File: src/rtl/single_port_ram_pkg.sv
// Shared sizing constants and word/address types for the 128 x 8 scratch RAM.
package single_port_ram_pkg;
  localparam int ADDR_W = 7;
  localparam int DATA_W = 8;
  localparam int DEPTH  = 2 ** ADDR_W;

  typedef logic [ADDR_W-1:0] addr_t;
  typedef logic [DATA_W-1:0] data_t;
endpackage

File: src/rtl/spram_array.sv
// Storage array: synchronous whole-array clear, clocked write, and an
// unregistered read port that always reflects current contents.
module spram_array
  import single_port_ram_pkg::*;
#(
  parameter int ADDR_W = single_port_ram_pkg::ADDR_W,
  parameter int DATA_W = single_port_ram_pkg::DATA_W,
  parameter int DEPTH  = single_port_ram_pkg::DEPTH
) (
  input  logic              clk,
  input  logic              i_rst,
  input  logic              i_we,
  input  logic [ADDR_W-1:0] i_write_addr,
  input  logic [DATA_W-1:0] i_data,
  input  logic [ADDR_W-1:0] i_read_addr,
  output logic [DATA_W-1:0] o_rdata
);
  logic [DATA_W-1:0] r_mem [DEPTH];

  // Reset wins over a write presented on the same edge.
  always_ff @(posedge clk) begin
    if (i_rst) begin
      for (int i = 0; i < DEPTH; i++) begin
        r_mem[i] <= '0;
      end
    end else if (i_we) begin
      r_mem[i_write_addr] <= i_data;
    end
  end

  assign o_rdata = r_mem[i_read_addr];
endmodule

File: src/rtl/single_port_ram.sv
// 128 x 8 RAM with registered (q) and combinational (y) read of read_addr.
// Define SINGLE_PORT_RAM_BYPASS_EN for write-through on q during a same-address write.
module single_port_ram
  import single_port_ram_pkg::*;
#(
  parameter int ADDR_W = single_port_ram_pkg::ADDR_W,
  parameter int DATA_W = single_port_ram_pkg::DATA_W,
  parameter int DEPTH  = single_port_ram_pkg::DEPTH
) (
  input  logic              clk,
  input  logic              rst,
  input  logic              we,
  input  logic [ADDR_W-1:0] write_addr,
  input  logic [ADDR_W-1:0] read_addr,
  input  logic [DATA_W-1:0] data,
  output logic [DATA_W-1:0] q,
  output logic [DATA_W-1:0] y
);
  logic [DATA_W-1:0] w_rdata;
  logic [DATA_W-1:0] r_q;

  spram_array #(
    .ADDR_W (ADDR_W),
    .DATA_W (DATA_W),
    .DEPTH  (DEPTH)
  ) u_array (
    .clk          (clk),
    .i_rst        (rst),
    .i_we         (we),
    .i_write_addr (write_addr),
    .i_data       (data),
    .i_read_addr  (read_addr),
    .o_rdata      (w_rdata)
  );

  // w_rdata is the pre-edge word, so capturing it gives read-first behaviour.
  always_ff @(posedge clk) begin
    if (rst) begin
      r_q <= '0;
    end else begin
`ifdef SINGLE_PORT_RAM_BYPASS_EN
      if (we && (write_addr == read_addr)) begin
        r_q <= data;
      end else begin
        r_q <= w_rdata;
      end
`else
      r_q <= w_rdata;
`endif
    end
  end

  assign q = r_q;
  assign y = w_rdata;
endmodule

File: config.mk
export PLATFORM = sky130hd
export DESIGN_NAME = single_port_ram
export DESIGN_NICKNAME = d
export VERILOG_FILES = /design/src/rtl/single_port_ram_pkg.sv /design/src/rtl/spram_array.sv /design/src/rtl/single_port_ram.sv
export SDC_FILE = /design/constraint.sdc
export NUM_CORES = 2
export LEC_CHECK = 0
export CORE_MARGIN = 3
export CORE_UTILIZATION = 45
export DETAILED_ROUTE_END_ITERATION = 12
export PLACE_DENSITY = 0.67
export SYNTH_ARGS = -nofsm -noshare
export SYNTH_HDL_FRONTEND = slang
export SYNTH_SLANG_ARGS = --single-unit
File: constraint.sdc
create_clock -name clk -period 3.5 [get_ports clk]
set_input_delay 0.525 -clock clk [delete_from_list [all_inputs] [get_ports clk]]
set_output_delay 0.525 -clock clk [all_outputs]
set_load 0.005 [all_outputs]
==> impl_metrics.tcl <==
set metrics [dict create \
    wirelength_mm 123 \
    fin_nets 3419 \
    hp-class "primary input to flip-flop" \
    syn_area_mm2 0.0479 \
    core-area_mm2 0.105 \
    boundaryPins 41 \
    dp_cells 4669 \
    synthTopCellsByArea "edfxtp_1, and2_1, mux4_2" \
    grt_pass1_vias 27505 \
    irDropWorstVdd_mv 0.443 \
    ys_seq_area_share_pct 64.6 \
    maxSlewHeadroom_pct 35.8 \
    gp_congestion 0.863 \
    crit_chain "mux4_2 -> mux4_2 -> and2_4 -> nor3_4 -> buf_6 -> nand4_1 -> buf_6 -> buf_6" \
    drive_above_1_share_pct 27.7 \
    overflow 0 \
    fin_ws_ns -0.226 \
    synth_edf_count 1024 \
    fin_crit_ns 3.73 \
    design_area_mm2 0.0558 \
    drv_cap 0 \
    viasPerCell 5.58 \
    crit_type "flip-flop to output pin" \
    ctsHtreeMaxLevel 3 \
    critPathLaunchType "flip-flop" \
    crit_arrival_ns 3.20 \
    report.final.slew_viol_count 0 \
    port_buffers 40 \
    initial_core_util_pct 45.4 \
    grtUsageTotal_pct 22.4 \
    fp.dieArea_mm2 0.110 \
    synth_cell_types 54 \
    drtIter0Drc 2809 \
    hpwlAfterDp_mm 79.0 \
    syn-instance-count 3120 \
    setup_viol 7 \
    finClkSkew_ns 0.0318 \
    die_x_um 332 \
    avgSynthCellArea_um2 15.3 \
    cp.required_ns 2.97 \
    cp-end-kind "output pin" \
    root_buffer "clkbuf_16" \
    clk_path_buf_depth 3 \
    p_per_area_mw_per_mm2 505 \
    fmax_ghz 0.268 \
    antenna_cells 0 \
    clk_latency_ns 0.71 \
    synthArstFlopShare_pct 0 \
    finalHoldViolCount 0 \
    rows 119 \
    critPathMaxStageDelay_ns 0.52 \
    yosys-top-cells-count "and2_1, edfxtp_1, mux4_2" \
    grt_pass1_wl_mm 183 \
    crit_family "multiplexers" \
    yosys.area.top_type "edfxtp_1" \
    rsz0062_at_grt "true" \
    cts_buffers 108 \
    crit_fanout 2 \
    power_uw 28200 \
    synth_top_area_share_pct 64.2 \
    cts_tree "built" \
    ys_ff_latch 1032 \
    grt_max_degree 137 \
    syn_nets 3145 \
    timing.critical_path.buf_inv 3 \
    worstMarginPinSlew_ns 0.963 \
    whs_ns 0.362 \
    areaGrowthSynthToFinish_pct 16.6 \
    violations "negative setup slack" \
    drc_errors 0 \
    p_leak_uw 0.0199 \
    path_clk_slew_ns 0.06 \
    clock_sinks 1032 \
    crit_path_frequent_cell "buf_6" \
    setup_tns_ns -0.950 \
    synth.most_common_cell "and2_1" \
    post_dp_cell_area_mm2 0.0519 \
    dr.pass1.iters 5 \
    ys.warnings.count 0 \
    fin_crit_sh_pct 106 \
    synthFlopType "edfxtp_1" \
    antenna_found_initial 4 \
    fin_cells 4873 \
    antenna_left 0 \
    dr_total_vias 27170 \
    die_h_um 332 \
    status "finished with violations" \
    routedWlPerCell_um 25.2 \
    crit_slowest_cell "mux4_2" \
]
## stage by stage
stage | utilization (%) | setup slack (ns)
2_1_floorplan | - | 0.371
3_3_place_gp | 49.2 | -1.03
3_5_place_dp | 49.2 | -1.03
4_1_cts | 52.9 | -0.272
5_1_grt | 53.0 | -0.273
6_report | 53.0 | -0.226
## cells in the final DEF, fill, tap and decap left out, types with 8 or more instances in the layout
master / n
dfxtp_1: 8
bufinv_16: 9
clkinv_1: 26
buf_6: 15
nor2b_1: 15
and2_1: 1028
a221oi_1: 8
o21ai_0: 18
buf_12: 35
or2_2: 128
a22oi_1: 8
nand2b_1: 8
mux2_2: 20
clkbuf_1: 17
edfxtp_1: 1024
clkinv_2: 24
nor2_1: 134
nand3_1: 19
mux2i_1: 69
clkbuf_16: 111
nand4_1: 11
buf_4: 307
nand2_1: 37
o211ai_1: 8
o22ai_1: 9
mux4_2: 255
clkdlybuf4s50_1: 16
## cell type report
type | count | area, um2
flip-flops and latches | 1032 | 30900
multi-input cells | 1863 | 16200
inverters | 2 | 7.51
clock buffers | 130 | 2870
clock inverters | 68 | 631
fillers | 8498 | 49600
repair buffers | 387 | 3510
well taps | 1391 | 1740
## routing by layer
metal | share of wire (%) | routed length (um) | GRT usage (%)
met1 | 42 | 51100 | 30.8
met2 | 47 | 57400 | 34.9
met3 | 8.3 | 10200 | 5.46
met4 | 3.4 | 4200 | 7.76
met5 | 0.038 | 47 | 0
## tightest hold or removal path: stages
cell and delay [ns]:
buf_4 0.12, buf_12 0.20, nor2b_1 0.15
## registers in the layout (all words and copies together), names as in the netlist
signal	flops
q	8
u_array.r_mem	1024
## cell families (layout without fill, tap and decap cells)
kind of cell	count (synthesis)	after routing	synth area share (%)
AND/OR/NAND/NOR	1408	1408	17.5
AO/OA/AOI/OAI	98	98	1.44
buffers and inverters	225	587	2.15
multiplexers	357	357	14.3
flip-flops	1032	1032	64.6
## repair_timing
| item | 4_1_cts | 5_1_grt |
|---|---|---|
| hold buffers | 0 | 0 |
| gates resized for setup | 100 | 18 |
| pin swaps | 17 | 12 |
| setup buffers | 7 | 1 |
| cloned | 1 | 0 |
| setup endpoints to repair | 8 | 8 |
## worst paths after layout
path / startpoint / end / slack, ns / cells past startpoint
worst max register to register: u_array.r_mem[126][4] / q[4] / 0.72 / 7
worst min register to register: u_array.r_mem[111][7] / q[7] / 1.18 / 7
worst max-delay path: u_array.r_mem[94][5] / y[5] / -0.23 / 8
worst min-delay path: rst / q[2] / 0.36 / 3
## power by group
part | switching (uW) | internal, uW | leakage, uW
Sequential | 203 | 14200 | 0.00979
Combinational | 1340 | 1050 | 0.00839
Clock | 4880 | 6510 | 0.00171
(Power assumes the default switching activity.)
